## src/rtl/dmem_port_arbiter_if.sv

```systemverilog
// Bundle of the store-queue, load-FU and D$/CC request/response signals seen by
// dmem_port_arbiter. The arbiter uses the master modport and drives the cache
// port. The environment (SQ, load FU and cache) uses the slave modport.
interface dmem_port_arbiter_if #(
  parameter int unsigned TAG_W = 4
);
  // Store queue drain
  logic             st_req;
  logic [31:0]      st_addr;
  logic [31:0]      st_data;
  logic [1:0]       st_size;
  logic             st_accepted;
  // Load FU
  logic             ld_req;
  logic [31:0]      ld_addr;
  logic [1:0]       ld_size;
  logic [TAG_W-1:0] ld_tag;
  logic             ld_accepted;
  logic             ld_resp_valid;
  logic [31:0]      ld_resp_data;
  logic [TAG_W-1:0] ld_resp_tag;
  // D$/CC port
  logic             c_req;
  logic             c_is_store;
  logic [31:0]      c_addr;
  logic [31:0]      c_data;
  logic [1:0]       c_size;
  logic             c_ack;
  logic             c_resp_valid;
  logic [31:0]      c_resp_data;

  modport master (
    input  st_req, st_addr, st_data, st_size,
    output st_accepted,
    input  ld_req, ld_addr, ld_size, ld_tag,
    output ld_accepted, ld_resp_valid, ld_resp_data, ld_resp_tag,
    output c_req, c_is_store, c_addr, c_data, c_size,
    input  c_ack, c_resp_valid, c_resp_data
  );

  modport slave (
    output st_req, st_addr, st_data, st_size,
    input  st_accepted,
    output ld_req, ld_addr, ld_size, ld_tag,
    input  ld_accepted, ld_resp_valid, ld_resp_data, ld_resp_tag,
    input  c_req, c_is_store, c_addr, c_data, c_size,
    output c_ack, c_resp_valid, c_resp_data
  );
endinterface

```

## src/rtl/dmem_port_arbiter.sv

```systemverilog
// Shares the single D$/CC request port between the store-queue drain and the
// load FU. A granted request is held stable until c_ack. Load tags are kept in
// an in-order FIFO so that responses return with their tags. A starve counter
// forces a waiting store through. Flush squashes in-flight load responses.
// Optional performance counters are enabled by defining DMEM_ARB_PERF_EN.
module dmem_port_arbiter #(
  parameter int unsigned TAG_W        = 4,
  parameter int unsigned MAX_OUT      = 4,
  parameter int unsigned STARVE_LIMIT = 8
) (
  input  logic                clock,
  input  logic                reset,
  input  logic                flush,
  dmem_port_arbiter_if.master bus
`ifdef DMEM_ARB_PERF_EN
  ,
  output logic [31:0]         perf_conflicts,
  output logic [31:0]         perf_forced_st,
  output logic [31:0]         perf_squashed
`endif
);

  localparam int unsigned PtrW    = (MAX_OUT > 1) ? $clog2(MAX_OUT) : 1;
  localparam int unsigned CntW    = $clog2(MAX_OUT + 1);
  localparam int unsigned StarveW = $clog2(STARVE_LIMIT + 1);
  // Repeated flushes can stack squashed responses beyond one FIFO's worth.
  localparam int unsigned SquashW = CntW + 4;

  typedef enum logic [1:0] {StIdle, StHoldSt, StHoldLd} state_e;

  state_e             state_q, state_d;
  logic [31:0]        addr_q, addr_d, data_q, data_d;
  logic [1:0]         size_q, size_d;
  logic [TAG_W-1:0]   tag_q, tag_d;
  logic [StarveW-1:0] starve_q, starve_d;
  logic [TAG_W-1:0]   fifo_q [MAX_OUT];
  logic [PtrW-1:0]    wr_ptr_q, rd_ptr_q;
  logic [CntW-1:0]    count_q, count_d;
  logic [SquashW-1:0] squash_q, squash_d;

  logic             fifo_full, fifo_empty, forced_st, grant_ld, grant_st;
  logic             push, pop;
  logic [TAG_W-1:0] push_tag;

  // Idle-state arbitration: the load wins unless the FIFO is full, a flush is in
  // progress, or the starved store must go.
  always_comb begin
    fifo_full  = (count_q == CntW'(MAX_OUT));
    fifo_empty = (count_q == '0);
    forced_st  = bus.st_req && (starve_q >= StarveW'(STARVE_LIMIT));
    grant_ld   = (state_q == StIdle) && bus.ld_req && !fifo_full && !forced_st && !flush;
    grant_st   = (state_q == StIdle) && !grant_ld && bus.st_req;
  end

  // Cache port drive: the winner is driven combinationally when idle and from
  // the latch when holding. Everything is gated while reset is high.
  always_comb begin
    bus.c_req      = 1'b0;
    bus.c_is_store = 1'b0;
    bus.c_addr     = '0;
    bus.c_data     = '0;
    bus.c_size     = '0;
    if (!reset) begin
      case (state_q)
        StIdle: begin
          if (grant_ld) begin
            bus.c_req  = 1'b1;
            bus.c_addr = bus.ld_addr;
            bus.c_size = bus.ld_size;
          end else if (grant_st) begin
            bus.c_req      = 1'b1;
            bus.c_is_store = 1'b1;
            bus.c_addr     = bus.st_addr;
            bus.c_data     = bus.st_data;
            bus.c_size     = bus.st_size;
          end
        end
        StHoldSt: begin
          bus.c_req      = 1'b1;
          bus.c_is_store = 1'b1;
          bus.c_addr     = addr_q;
          bus.c_data     = data_q;
          bus.c_size     = size_q;
        end
        StHoldLd: begin
          bus.c_req  = 1'b1;
          bus.c_addr = addr_q;
          bus.c_size = size_q;
        end
        default: ;
      endcase
    end
  end

  // Accept pulses follow directly from the driven request and the cache ack.
  always_comb begin
    bus.st_accepted = bus.c_req && bus.c_is_store && bus.c_ack;
    bus.ld_accepted = bus.c_req && !bus.c_is_store && bus.c_ack;
  end

  // Next state and request latch. A held load is abandoned on flush, but a held
  // store is kept because it is already architectural.
  always_comb begin
    state_d = state_q;
    addr_d  = addr_q;
    data_d  = data_q;
    size_d  = size_q;
    tag_d   = tag_q;
    case (state_q)
      StIdle: begin
        if ((grant_ld || grant_st) && !bus.c_ack) begin
          state_d = grant_ld ? StHoldLd : StHoldSt;
          addr_d  = bus.c_addr;
          data_d  = bus.c_data;
          size_d  = bus.c_size;
          tag_d   = bus.ld_tag;
        end
      end
      StHoldSt: if (bus.c_ack) state_d = StIdle;
      StHoldLd: if (bus.c_ack || flush) state_d = StIdle;
      default:  state_d = StIdle;
    endcase
  end

  // Starve counter: counts cycles a requesting store is passed over and
  // saturates at STARVE_LIMIT.
  always_comb begin
    if (!bus.st_req || bus.st_accepted) begin
      starve_d = '0;
    end else if (grant_st || state_q == StHoldSt || starve_q >= StarveW'(STARVE_LIMIT)) begin
      starve_d = starve_q;
    end else begin
      starve_d = starve_q + StarveW'(1);
    end
  end

  // Tag FIFO occupancy and squash accounting. Squashed responses are never
  // pushed into the FIFO, so they do not pop it.
  always_comb begin
    push     = bus.ld_accepted;
    push_tag = (state_q == StHoldLd) ? tag_q : bus.ld_tag;
    pop      = bus.c_resp_valid && (squash_q == '0) && !fifo_empty;
    squash_d = squash_q;
    if (bus.c_resp_valid && squash_q != '0) squash_d = squash_q - SquashW'(1);
    count_d = count_q + CntW'(push) - CntW'(pop);
    if (flush) begin
      squash_d = squash_d + SquashW'(count_d);
      count_d  = '0;
    end
  end

  // Control state, pointers and the registered response path.
  always_ff @(posedge clock) begin
    if (reset) begin
      state_q           <= StIdle;
      addr_q            <= '0;
      data_q            <= '0;
      size_q            <= '0;
      tag_q             <= '0;
      starve_q          <= '0;
      wr_ptr_q          <= '0;
      rd_ptr_q          <= '0;
      count_q           <= '0;
      squash_q          <= '0;
      bus.ld_resp_valid <= 1'b0;
      bus.ld_resp_data  <= '0;
      bus.ld_resp_tag   <= '0;
    end else begin
      state_q  <= state_d;
      addr_q   <= addr_d;
      data_q   <= data_d;
      size_q   <= size_d;
      tag_q    <= tag_d;
      starve_q <= starve_d;
      count_q  <= count_d;
      squash_q <= squash_d;
      if (flush) begin
        wr_ptr_q <= '0;
        rd_ptr_q <= '0;
      end else begin
        if (push) wr_ptr_q <= (wr_ptr_q == PtrW'(MAX_OUT - 1)) ? '0 : wr_ptr_q + PtrW'(1);
        if (pop)  rd_ptr_q <= (rd_ptr_q == PtrW'(MAX_OUT - 1)) ? '0 : rd_ptr_q + PtrW'(1);
      end
      bus.ld_resp_valid <= bus.c_resp_valid && (squash_q == '0);
      if (pop) begin
        bus.ld_resp_data <= bus.c_resp_data;
        bus.ld_resp_tag  <= fifo_q[rd_ptr_q];
      end
    end
  end

  // Tag storage needs no reset; occupancy is tracked by count_q.
  always_ff @(posedge clock) begin
    if (push) fifo_q[wr_ptr_q] <= push_tag;
  end

`ifdef DMEM_ARB_PERF_EN
  logic [31:0] conflicts_q, forced_q, squashed_q;

  // Saturating event counters.
  always_ff @(posedge clock) begin
    if (reset) begin
      conflicts_q <= '0;
      forced_q    <= '0;
      squashed_q  <= '0;
    end else begin
      if (state_q == StIdle && bus.st_req && bus.ld_req && conflicts_q != '1)
        conflicts_q <= conflicts_q + 32'd1;
      if (grant_st && forced_st && forced_q != '1) forced_q <= forced_q + 32'd1;
      if (bus.c_resp_valid && squash_q != '0 && squashed_q != '1)
        squashed_q <= squashed_q + 32'd1;
    end
  end

  assign perf_conflicts = conflicts_q;
  assign perf_forced_st = forced_q;
  assign perf_squashed  = squashed_q;
`endif

  // A response with nothing outstanding means the cache and arbiter disagree.
  a_no_orphan_resp: assert property (@(posedge clock) disable iff (reset)
    !(bus.c_resp_valid && fifo_empty && squash_q == '0));

endmodule

```

## src/flat_wrapper.sv

```systemverilog
// flat-port wrapper written by rule: the top's interface ports become plain ports
module dmem_port_arbiter_flat 
#(
  parameter int unsigned TAG_W        = 4,
  parameter int unsigned MAX_OUT      = 4,
  parameter int unsigned STARVE_LIMIT = 8
)
  (clock, reset, flush, bus_st_req, bus_st_addr, bus_st_data, bus_st_size, bus_st_accepted, bus_ld_req, bus_ld_addr, bus_ld_size, bus_ld_tag, bus_ld_accepted, bus_ld_resp_valid, bus_ld_resp_data, bus_ld_resp_tag, bus_c_req, bus_c_is_store, bus_c_addr, bus_c_data, bus_c_size, bus_c_ack, bus_c_resp_valid, bus_c_resp_data);
  dmem_port_arbiter_if #(.TAG_W(TAG_W)) bus_i ();
  input  logic clock;
  input  logic reset;
  input  logic flush;
  input wire logic [$bits(bus_i.st_req)-1:0] bus_st_req;
  input wire logic [$bits(bus_i.st_addr)-1:0] bus_st_addr;
  input wire logic [$bits(bus_i.st_data)-1:0] bus_st_data;
  input wire logic [$bits(bus_i.st_size)-1:0] bus_st_size;
  output wire logic [$bits(bus_i.st_accepted)-1:0] bus_st_accepted;
  input wire logic [$bits(bus_i.ld_req)-1:0] bus_ld_req;
  input wire logic [$bits(bus_i.ld_addr)-1:0] bus_ld_addr;
  input wire logic [$bits(bus_i.ld_size)-1:0] bus_ld_size;
  input wire logic [$bits(bus_i.ld_tag)-1:0] bus_ld_tag;
  output wire logic [$bits(bus_i.ld_accepted)-1:0] bus_ld_accepted;
  output wire logic [$bits(bus_i.ld_resp_valid)-1:0] bus_ld_resp_valid;
  output wire logic [$bits(bus_i.ld_resp_data)-1:0] bus_ld_resp_data;
  output wire logic [$bits(bus_i.ld_resp_tag)-1:0] bus_ld_resp_tag;
  output wire logic [$bits(bus_i.c_req)-1:0] bus_c_req;
  output wire logic [$bits(bus_i.c_is_store)-1:0] bus_c_is_store;
  output wire logic [$bits(bus_i.c_addr)-1:0] bus_c_addr;
  output wire logic [$bits(bus_i.c_data)-1:0] bus_c_data;
  output wire logic [$bits(bus_i.c_size)-1:0] bus_c_size;
  input wire logic [$bits(bus_i.c_ack)-1:0] bus_c_ack;
  input wire logic [$bits(bus_i.c_resp_valid)-1:0] bus_c_resp_valid;
  input wire logic [$bits(bus_i.c_resp_data)-1:0] bus_c_resp_data;
  assign bus_i.st_req = bus_st_req;
  assign bus_i.st_addr = bus_st_addr;
  assign bus_i.st_data = bus_st_data;
  assign bus_i.st_size = bus_st_size;
  assign bus_st_accepted = bus_i.st_accepted;
  assign bus_i.ld_req = bus_ld_req;
  assign bus_i.ld_addr = bus_ld_addr;
  assign bus_i.ld_size = bus_ld_size;
  assign bus_i.ld_tag = bus_ld_tag;
  assign bus_ld_accepted = bus_i.ld_accepted;
  assign bus_ld_resp_valid = bus_i.ld_resp_valid;
  assign bus_ld_resp_data = bus_i.ld_resp_data;
  assign bus_ld_resp_tag = bus_i.ld_resp_tag;
  assign bus_c_req = bus_i.c_req;
  assign bus_c_is_store = bus_i.c_is_store;
  assign bus_c_addr = bus_i.c_addr;
  assign bus_c_data = bus_i.c_data;
  assign bus_c_size = bus_i.c_size;
  assign bus_i.c_ack = bus_c_ack;
  assign bus_i.c_resp_valid = bus_c_resp_valid;
  assign bus_i.c_resp_data = bus_c_resp_data;
  dmem_port_arbiter #(.TAG_W(TAG_W), .MAX_OUT(MAX_OUT), .STARVE_LIMIT(STARVE_LIMIT)) u_core (.clock(clock), .reset(reset), .flush(flush), .bus(bus_i));
endmodule
```

## config.mk

```make
export PLATFORM = sky130hd
export DESIGN_NAME = dmem_port_arbiter_flat
export DESIGN_NICKNAME = d
export VERILOG_FILES = /design/src/rtl/dmem_port_arbiter_if.sv /design/src/rtl/dmem_port_arbiter.sv /design/src/flat_wrapper.sv
export SDC_FILE = /design/constraint.sdc
export NUM_CORES = 1
export LEC_CHECK = 0
export BUFFER_PORTS_ARGS = -buffer_cell sky130_fd_sc_hd__buf_2
export CAP_MARGIN = 20
export CORE_MARGIN = 5
export CORE_UTILIZATION = 25
export CTS_BUF_LIST = sky130_fd_sc_hd__clkbuf_8
export DETAILED_ROUTE_END_ITERATION = 16
export PLACE_DENSITY_LB_ADDON = 0.08
export SLEW_MARGIN = 25
export SYNTH_ARGS = -nofsm -noshare
export SYNTH_HDL_FRONTEND = slang
export SYNTH_SLANG_ARGS = --single-unit
```

## constraint.sdc

```tcl
create_clock -name clock -period 3.37 [get_ports clock]
set_input_delay 0.337 -clock clock [delete_from_list [all_inputs] [get_ports clock]]
set_output_delay 0.337 -clock clock [all_outputs]
set_load 0.05 [all_outputs]
```

==> impl_metrics.py, run 1 <==
metrics = {
    "run_status": {
        "status": "finished clean",
    },
    "yosys": {
        "synth_cell_types": 56,
        "synth_compound_area_share_pct": 26.07,
        "synth_area_leaders": "dfxtp_1 (37%), a21oi_1 (8.1%), nand2_1 (7.5%)",
        "syn_inst": 825,
        "synth_nets": 987,
        "synth-warning-count": 0,
        "ys_ff_latch": 143,
        "syn_area_mm2": 0.006898,
        "synth_top_family_by_area": "compound AO/OA/AOI/OAI gates",
        "synthAdderAreaFrac_pct": 3.664,
        "synth.area.mux_share_pct": 3.283,
        "yosysTopAreaCell": "dfxtp_1",
        "avgSynthCellArea_um2": 8.361,
        "synth_seq_area_share_pct": 43.82,
        "synth-simple-area-share_pct": 15.85,
        "synthXorXnorAreaFrac_pct": 0.8888,
        "synth_edf_count": 16,
        "async_flop_share_pct": 0,
        "synth_top_area_share_pct": 36.86,
        "synth_ff_type": "dfxtp_1",
    },
    "global_route": {
        "grt_usage_pct": 13.56,
        "use_met2_pct": 22.04,
        "antenna_found_initial": 1,
        "grt_pass1_vias": 6593,
        "grt_pass1_wl_mm": 34.24,
        "globalRouteMet1Util_pct": 17.26,
        "gr-total-overflow": 0,
        "grt_max_degree": 71,
        "grt.busiest_layer": "met2",
        "grt_use_met3_pct": 4.668,
    },
    "timing": {
        "slew_headroom_pct": 35.96,
        "layout_setup_ws_ns": 0.1747,
        "fin_crit_sh_pct": 94.82,
        "skew_ns": 0.01605,
        "drv_slew": 0,
        "tns_ns": 0,
        "setup_viol": 0,
        "max_freq_mhz": 313.0,
        "finalHoldViolations": 0,
        "final.min_clock_period_ns": 3.195,
        "worst_pin_slew_ns": 0.9605,
    },
    "die": {
        "io-pin-count": 250,
        "initial_core_util_pct": 25.52,
        "die_area_mm2": 0.03101,
        "row_count": 60,
        "chipWidth_um": 176.1,
        "core-area_mm2": 0.02703,
        "die_height_um": 176.1,
    },
    "worst_setup_path": {
        "crit_type": "flop to flop",
        "crit_slowest_cell": "fa_2",
        "crit_chain": "inv_1, ha_4, nand4_1, a211oi_4, inv_1, ha_1, inv_1, ha_2, fa_2, xnor2_4, ha_4, a21oi_2, a211oi_2, a311oi_1, a41o_1",
        "worstPathArrival_ns": 3.54,
        "crit_buf_inv": 3,
        "critPathMaxFanout": 4,
        "path_delay_family": "adder cells",
        "cp.required_ns": 3.71,
        "start_kind": "flop",
        "rrSetupSlack_ns": 0.17,
        "end_kind": "flop",
        "cpPeakStageDelay_ns": 0.40,
        "cpMostUsedCell": "inv_1",
    },
    "clocking": {
        "path_clk_slew_ns": 0.10,
        "clock-sinks": 143,
        "cts_max_path_buffers": 2,
        "h-tree-depth": 4,
        "cts_buffers": 17,
        "cts-root-buf": "clkbuf_8",
        "cts_tree": "yes",
        "clkLatencyLatePin_ns": 0.45,
    },
    "layout": {
        "diodes": 0,
        "fill_cells": 2919,
        "fin_nets": 1232,
        "finalInstanceArea_mm2": 0.009174,
        "multi_input_area_mm2": 0.003571,
        "drive_gt1_share_pct": 33.89,
        "ff_latch_area_mm2": 0.003030,
        "area_growth_syn_to_layout_pct": 32.99,
        "utilization_pct": 33.94,
    },
    "placement": {
        "place_congestion": 0.7325,
        "pre_cts_ws_ns": -0.02528,
        "port_buffers": 249,
        "dpl_cell_area_mm2": 0.008668,
        "dpl.hpwl_mm": 15.00,
    },
    "power_and_ir_drop": {
        "peakVddDrop_mv": 0.1964,
        "power_density_mw_per_mm2": 520.1,
        "fin_total_pwr_mw": 4.771,
        "power.leakage_nw": 3.916,
    },
    "drt": {
        "via_per_inst": 4.545,
        "drtIter0Drc": 290,
        "ant_nets": 0,
        "via_count": 6472,
        "route.detailed.drc": 0,
        "wirelength_mm": 21.53,
        "firstDrtPassIters": 4,
        "wire_per_inst_um": 15.12,
    },
    "job": {
        "cap_violations": 0,
    },
    "worst_hold_path": {
        "hold_path_class": "input pin to flop",
    },
}
==> final cells by class <==
class                   count  share of cell area [%]
clock inverters            15                   1.882
clock buffers              17                   2.550
flip-flops and latches    143                   33.03
repair buffers            286                   16.75
inverters                  54                   2.209
multi-input cells         568                   38.93
well taps                 341                   4.651
==> per-stage QoR <==
step                instances  hold WS [ns]
CTS                      1421       0.07233
global placement         1389        0.4402
floorplan                 825        0.4131
global route             1424       0.07178
finish                   1424        0.1165
detailed placement       1389        0.4430
==> placed cells by master, fill, tap and decap left out, types with 6 or more instances in the layout <==
master     synthesis  layout
inv_1             54      54
edfxtp_1          16      16
mux2i_1            8       8
o2bb2ai_1         34      34
a31oi_1           37      37
a21oi_1          112     110
buf_2             12     249
a22oi_1           32      32
nor2_1            84      83
buf_4              0      36
inv_6              0       6
clkbuf_8           0      17
ha_1              17      13
dfxtp_1          127     123
a22o_1            17      17
o21ai_0            6       6
nand2_1          138     135
==> cell usage after synthesis, types with 12 or more instances <==
cell type and count:
dfxtp_1 127, inv_1 54, clkbuf_1 46, a21oi_1 112, o2bb2ai_1 34, a22oi_1 32, nand2_1 138, a22o_1 17
nor2_1 84, a31oi_1 37, buf_2 12, ha_1 17, edfxtp_1 16
==> final timing paths <==
path	from	endpoint	cells past startpoint
worst max-delay path	u_core.state_q[0]$_SDFFE_PP0P_	u_core.squash_q[6]$_SDFF_PP0_	15
worst min-delay path	bus_c_resp_data[14]	u_core.bus.ld_resp_data[14]$_SDFFE_PP0P_	3
worst max register to register	u_core.state_q[0]$_SDFFE_PP0P_	u_core.squash_q[6]$_SDFF_PP0_	15
worst min register to register	u_core.bus.ld_resp_data[30]$_SDFFE_PP0P_	u_core.bus.ld_resp_data[30]$_SDFFE_PP0P_	2
==> worst reg2reg max path: stages, from the launching register on <==
cell and delay [ns]:
dfxtp_4 0.36, inv_1 0.11, ha_4 0.16, nand4_1 0.15, a211oi_4 0.26, inv_1 0.07
ha_1 0.27, inv_1 0.04, ha_2 0.18, fa_2 0.40, xnor2_4 0.16, ha_4 0.30
a21oi_2 0.06, a211oi_2 0.24, a311oi_1 0.13, a41o_1 0.23
==> cells by family (layout without fill, tap and decap cells) <==
family,count (synthesis),in the layout
AOI/OAI and AO/OA,267,267
xor gates and xnor gates,7,7
adders and majority gates,19,19
buffers and inverters,114,372
DFF,143,143
muxes,17,17
and+or+nand+nor,258,258
==> routing by layer <==
layer	up-vias	wire (um)
met1	2899	9903
met2	182	9776
met5	-	11
met4	2	205
li1	3375	-
met3	14	1627
==> sequential cells by signal, indices dropped and copies added (netlist names), 2 cells and up <==
register,cells
u_core.addr_q,32
u_core.bus.ld_resp_data,32
u_core.data_q,32
u_core.fifo_q,16
u_core.squash_q,7
u_core.bus.ld_resp_tag,4
u_core.starve_q,4
u_core.tag_q,4
u_core.count_q,3
u_core.rd_ptr_q,2
u_core.size_q,2
u_core.state_q,2
u_core.wr_ptr_q,2
==> where the power goes <==
part           switching, mW  total [mW]  internal, mW
clock                  0.761        1.44         0.683
sequential            0.0567        1.87          1.81
combinational          0.900        1.46         0.558
total                   1.72        4.77          3.05
==> what timing repair did <==
action / CTS / global route
endpoints found under the hold margin: 0 / 0
setup endpoints to repair: 3 / 7
hold buffers: 0 / 0
resized for setup: 1 / 16
buffers inserted: 0 / 3
pin swaps: 0 / 9
No activity file was read; power rests on OpenSTA's default activity.
==> run 2, diff against run 1 <==
--- a/config.mk
+++ b/config.mk
@@ -11,6 +11,7 @@
 export CORE_UTILIZATION = 25
 export CTS_BUF_LIST = sky130_fd_sc_hd__clkbuf_8
 export DETAILED_ROUTE_END_ITERATION = 16
+export MAX_ROUTING_LAYER = met4
 export PLACE_DENSITY_LB_ADDON = 0.08
 export SLEW_MARGIN = 25
 export SYNTH_ARGS = -nofsm -noshare
==> run 2 against run 1 <==
  * Clock-buffer cell count unchanged
  * Cell area about the same
  * Worst hold slack about the same
  * Register-to-register slack about the same
  * Largest power group unchanged
==> impl_metrics.py, run 2 (same netlist as run 1, synthesis figures left out) <==
metrics = {
    "power_and_ir_drop": {
        "p_int_mw": 3.054,
        "combinationalPowerShare_pct": 30.5,
        "p_sw_mw": 1.723,
        "power.share.sequential_pct": 39.1,
        "clockPowerShare_pct": 30.3,
        "power.leakage_nw": 3.916,
        "power_density_mw_per_mm2": 520.5,
        "peakVddDrop_mv": 0.1958,
        "sw_frac_of_total_pct": 36.06,
    },
    "layout": {
        "multi_input_area_mm2": 0.003571,
        "layout_commonest_cell": "buf_2",
        "fin_nets": 1232,
        "reg_top3": "u_core.addr_q: 32 flops, u_core.bus.ld_resp_data: 32 flops, u_core.data_q: 32 flops",
        "finalInstanceArea_mm2": 0.009176,
        "layout_common_cells": "buf_2 (249), nand2_1 (135), dfxtp_1 (123)",
        "ff_latch_area_mm2": 0.003030,
        "drive_gt1_share_pct": 33.89,
        "area_growth_syn_to_layout_pct": 33.03,
        "fill_cells": 2920,
    },
    "worst_setup_path": {
        "rrSetupSlack_ns": 0.17,
        "start_kind": "flop",
        "crit_type": "flop to flop",
        "worst-r2r-cell-count": 15,
        "end_kind": "flop",
        "worstPathArrival_ns": 3.54,
        "cp.required_ns": 3.71,
        "reg2reg_to": "u_core.squash_q[6]$_SDFF_PP0_",
        "critPathMaxFanout": 4,
        "crit_slowest_cell": "fa_2",
        "cpPeakStageDelay_ns": 0.40,
        "cpMostUsedCell": "inv_1",
        "crit_chain": "inv_1, ha_4, nand4_1, a211oi_4, inv_1, ha_1, inv_1, ha_2, fa_2, xnor2_4, ha_4, a21oi_2, a211oi_2, a311oi_1, a41o_1",
        "r2r_start": "u_core.state_q[0]$_SDFFE_PP0P_",
        "crit_buf_inv": 3,
        "path_delay_family": "adder cells",
    },
    "die": {
        "chipWidth_um": 176.1,
        "die_height_um": 176.1,
        "core-area_mm2": 0.02703,
        "row_count": 60,
        "initial_core_util_pct": 25.52,
        "die_area_mm2": 0.03101,
        "io-pin-count": 250,
    },
    "timing": {
        "fin_crit_sh_pct": 94.83,
        "max_freq_mhz": 312.9,
        "layout_setup_ws_ns": 0.1742,
        "tns_ns": 0,
        "setup_viol": 0,
        "slew_headroom_pct": 37.22,
        "hold_slack_ns": 0.1169,
        "final.min_clock_period_ns": 3.196,
        "drv_slew": 0,
        "worst_pin_slew_ns": 0.9417,
        "finalHoldViolations": 0,
        "skew_ns": 0.01605,
    },
    "global_route": {
        "antenna_found_initial": 1,
        "grt_max_degree": 71,
        "grt_pass1_vias": 6598,
        "gr-total-overflow": 0,
        "grt_pass1_wl_mm": 34.22,
        "grt_usage_pct": 13.96,
    },
    "drt": {
        "route.detailed.drc": 0,
        "firstDrtPassIters": 5,
        "ant_nets": 0,
        "via_count": 6481,
        "via_per_inst": 4.548,
        "drtIter0Drc": 284,
        "wirelength_mm": 21.52,
        "wire_per_inst_um": 15.10,
    },
    "clocking": {
        "path_clk_slew_ns": 0.10,
        "clock-sinks": 143,
        "postCtsHoldBufs": 0,
        "cts_buffers": 17,
        "cts_max_path_buffers": 2,
        "h-tree-depth": 4,
        "clkLatencyLatePin_ns": 0.44,
        "cts-root-buf": "clkbuf_8",
        "cts_tree": "yes",
    },
    "placement": {
        "place_congestion": 0.7422,
        "dpl_cell_area_mm2": 0.008668,
        "pre_cts_ws_ns": -0.02528,
        "dpl.hpwl_mm": 15.00,
        "port_buffers": 249,
    },
    "worst_hold_path": {
        "min_to": "u_core.bus.ld_resp_data[14]$_SDFFE_PP0P_",
        "min_from": "bus_c_resp_data[14]",
        "hold_path_class": "input pin to flop",
        "hold_path_depth": 3,
    },
    "job": {
        "cap_violations": 0,
    },
    "run_status": {
        "status": "finished clean",
    },
}
-- run 2: worst max-delay path by stage --
stage	end	cells past startpoint	slack (ns)	from
2_1_floorplan	u_core.squash_q[6]$_SDFF_PP0_	14	-0.39	flush
3_3_place_gp	u_core.squash_q[5]$_SDFF_PP0_	15	-0.02	u_core.squash_q[2]$_SDFF_PP0_
3_5_place_dp	u_core.squash_q[5]$_SDFF_PP0_	15	-0.03	u_core.squash_q[2]$_SDFF_PP0_
4_1_cts	u_core.squash_q[5]$_SDFF_PP0_	15	0.009	u_core.squash_q[2]$_SDFF_PP0_
5_1_grt	u_core.squash_q[6]$_SDFF_PP0_	15	-0.01	u_core.state_q[0]$_SDFFE_PP0P_
6_report	u_core.squash_q[6]$_SDFF_PP0_	15	0.17	u_core.state_q[0]$_SDFFE_PP0P_
-- run 2: layer usage --
| metal | vias up | part of all wire [%] | GRT usage (%) |
|---|---|---|---|
| met4 | 0 | 0.94 | 3.541 |
| met5 | - | 0 | - |
| met1 | 2906 | 47 | 17.67 |
| li1 | 3372 | - | - |
| met3 | 12 | 7.5 | 4.154 |
| met2 | 191 | 45 | 21.96 |
-- run 2: what timing repair did --
item	in CTS	in global routing
buffers inserted	0	3
setup endpoints to repair	3	7
hold endpoints to repair	0	0
gates resized for setup	1	16
pin swaps	0	9
-- run 2: cell type report --
type | instances | area share, %
clock buffer | 17 | 2.550
tap | 341 | 4.650
inverter | 54 | 2.209
clock inverter | 15 | 1.882
timing repair buffer | 286 | 16.74
multi-input combinational | 568 | 38.91
antenna | 1 | 0.02727
sequential | 143 | 33.02
-- run 2: power by group through the flow --
stage	registers, mW	clock network, mW	logic, mW
floorplan	1.94	0	0.924
global route	1.89	1.60	1.62
finish	1.87	1.45	1.46
global placement	1.90	0	1.40
CTS	1.86	1.52	1.40
detailed placement	1.90	0	1.39
-- run 2: stage by stage --
| step | power, mW | util, % | cells |
|---|---|---|---|
| floorplan | 2.862 | - | 825 |
| global placement | 3.301 | 32.07 | 1389 |
| detailed placement | 3.294 | 32.07 | 1389 |
| CTS | 4.788 | 33.60 | 1421 |
| global route | 5.102 | 33.95 | 1425 |
| finish | 4.777 | 33.95 | 1425 |
-- run 2: worst reg2reg max path, stage by stage, from the launching register on --
cell,delay (ns)
dfxtp_4,0.36
inv_1,0.11
ha_4,0.16
nand4_1,0.15
a211oi_4,0.26
inv_1,0.07
ha_1,0.27
inv_1,0.04
ha_2,0.18
fa_2,0.40
xnor2_4,0.16
ha_4,0.30
a21oi_2,0.06
a211oi_2,0.24
a311oi_1,0.13
a41o_1,0.23
==> run 3, diff against run 2 <==
==> constraint.sdc (replaced) <==
create_clock -name clock -period 3.3 [get_ports clock]
set_input_delay 0.33 -clock clock [delete_from_list [all_inputs] [get_ports clock]]
set_output_delay 0.33 -clock clock [all_outputs]
set_load 0.05 [all_outputs]
==> run 3 against run 2 <==
  * Final cell count up 0.56%
  * Sequential power about the same
  * Routed wire length up 0.63%
  * Maximum frequency up 0.76%
  * Cell area up 0.89%
  * Sequential cell count unchanged
  * Clock-buffer cell count up 1
  * Clock power up 5%
  * Die area unchanged
  * Worst hold slack worse by 0.0084 ns
  * Worst setup slack worse by 0.046 ns
  * Via count up 1.9%
  * Critical path type unchanged
  * Largest cell class unchanged
==> impl_metrics.py, run 3 (same netlist as run 1, synthesis figures left out) <==
metrics = {
    "power_and_ir_drop": {
        "p_int_mw": 3.234,
        "power.share.sequential_pct": 38.1,
        "combinationalPowerShare_pct": 31.3,
        "power.leakage_nw": 3.956,
        "p_sw_mw": 1.748,
        "clockPowerShare_pct": 30.6,
        "peakVddDrop_mv": 0.2458,
        "fin_total_pwr_mw": 4.982,
        "sw_frac_of_total_pct": 35.08,
        "power_density_mw_per_mm2": 538.1,
    },
    "layout": {
        "drive_gt1_share_pct": 34.56,
        "layout_common_cells": "buf_2 (249), nand2_1 (135), dfxtp_1 (123)",
        "fin_nets": 1240,
        "layout_commonest_cell": "buf_2",
        "fin_cells": 1433,
        "fill_cells": 2868,
        "area_growth_syn_to_layout_pct": 34.21,
        "utilization_pct": 34.25,
        "finalInstanceArea_mm2": 0.009258,
        "reg_top3": "u_core.addr_q: 32 flops, u_core.bus.ld_resp_data: 32 flops, u_core.data_q: 32 flops",
    },
    "timing": {
        "hold_slack_ns": 0.1085,
        "slew_headroom_pct": 37.21,
        "finalHoldViolations": 0,
        "grt_setup_unrepaired": "true",
        "tns_ns": 0,
        "worst_pin_slew_ns": 0.9418,
        "setup_viol": 0,
        "layout_setup_ws_ns": 0.1282,
        "final.min_clock_period_ns": 3.172,
        "skew_ns": 0.02221,
        "fin_crit_sh_pct": 96.11,
        "max_freq_mhz": 315.3,
        "drv_slew": 0,
    },
    "worst_setup_path": {
        "cp.required_ns": 3.64,
        "critPathMaxFanout": 4,
        "worstPathArrival_ns": 3.51,
        "start_kind": "flop",
        "crit_type": "flop to flop",
        "end_kind": "flop",
    },
    "placement": {
        "dpl_cell_area_mm2": 0.008701,
        "place_congestion": 0.7636,
        "dp.cells": 1395,
        "dpl.hpwl_mm": 14.94,
        "port_buffers": 249,
        "pre_cts_ws_ns": -0.07363,
    },
    "drt": {
        "wirelength_mm": 21.65,
        "via_count": 6603,
        "route.detailed.drc": 0,
        "wire_per_inst_um": 15.11,
        "drtIter0Drc": 336,
        "via_per_inst": 4.608,
        "firstDrtPassIters": 4,
        "ant_nets": 0,
    },
    "worst_hold_path": {
        "hold_path_class": "input pin to flop",
    },
    "run_status": {
        "status": "finished clean",
    },
    "die": {
        "initial_core_util_pct": 25.52,
        "core-area_mm2": 0.02703,
        "die_height_um": 176.1,
        "io-pin-count": 250,
        "die_area_mm2": 0.03101,
        "row_count": 60,
        "chipWidth_um": 176.1,
    },
    "global_route": {
        "grt_max_degree": 71,
        "gr-total-overflow": 0,
        "grt_pass1_wl_mm": 34.29,
        "antenna_found_initial": 1,
        "grt_pass1_vias": 6532,
        "grt_usage_pct": 13.83,
    },
    "clocking": {
        "postCtsHoldBufs": 0,
        "cts_tree": "yes",
        "path_clk_slew_ns": 0.10,
        "cts-root-buf": "clkbuf_8",
        "cts_buffers": 17,
        "cts_max_path_buffers": 2,
        "clock-sinks": 143,
        "clkLatencyLatePin_ns": 0.44,
        "h-tree-depth": 4,
    },
    "job": {
        "cap_violations": 0,
    },
}
[run 3: changes by cell type in the layout (fill, tap and decap cells not counted), sizes merged]
cell,delta
inv,-1
buf,+8
clkinvlp,+1
clkbuf,+1
bufinv,+1
clkinv,-2
[run 3: power groups by stage]
stage	Clock, mW	Combinational, mW	Sequential [mW]
floorplan	0	0.946	1.98
global placement	0	1.48	1.93
detailed placement	0	1.47	1.93
CTS	1.60	1.48	1.89
global route	1.68	1.71	1.91
finish	1.52	1.56	1.90
[run 3: repair_timing]
| action | CTS | global route |
|---|---|---|
| setup endpoints to repair | 2 | 4 |
| pin swaps | 0 | 17 |
| hold endpoints to repair | 0 | 0 |
| buffers inserted | 0 | 5 |
| gates cloned | 0 | 0 |
| gates resized for setup | 2 | 17 |
[run 3: area by class of cell]
cell class	instances	area, um^2	area share (%)
Multi-Input combinational cell	568	3590	38.78
Sequential cell	143	3028	32.71
Timing Repair Buffer	294	1584	17.11
Tap cell	341	426.7	4.609
Clock buffer	18	247.7	2.676
Inverter	54	202.7	2.189
Clock inverter	14	176.4	1.906
Antenna cell	1	2.502	0.02703
[run 3: worst max-delay path: stages, from the launching register on]
cell      delay, ns
dfxtp_2        0.36
inv_1          0.08
ha_4           0.17
nand2_1        0.10
nand2_2        0.08
a211oi_4       0.23
inv_1          0.07
ha_1           0.27
inv_1          0.04
ha_2           0.17
fa_2           0.60
fa_2           0.24
a21oi_2        0.06
a211oi_2       0.24
a311oi_1       0.14
a41o_1         0.23
[run 3: worst paths after layout]
check	from	end	slack, ns	depth (start not counted)
max	u_core.state_q[0]$_SDFFE_PP0P_	u_core.squash_q[6]$_SDFF_PP0_	0.13	15
max reg2reg	u_core.state_q[0]$_SDFFE_PP0P_	u_core.squash_q[6]$_SDFF_PP0_	0.13	15
min	bus_c_resp_data[17]	u_core.bus.ld_resp_data[17]$_SDFFE_PP0P_	0.11	3
min reg2reg	u_core.bus.ld_resp_tag[0]$_SDFFE_PP0P_	u_core.bus.ld_resp_tag[0]$_SDFFE_PP0P_	0.45	2
[run 3: metal layers]
layer  share of wire (%)  wire length [um]  vias up  global-route usage, %
met2                  46             10050      169                  22.18
met3                 5.2              1126        7                  3.426
met5                   0                 0        -                      -
met1                  48             10310     3033                  17.78
li1                    -                 -     3394                      -
met4                0.73               159        0                  2.989
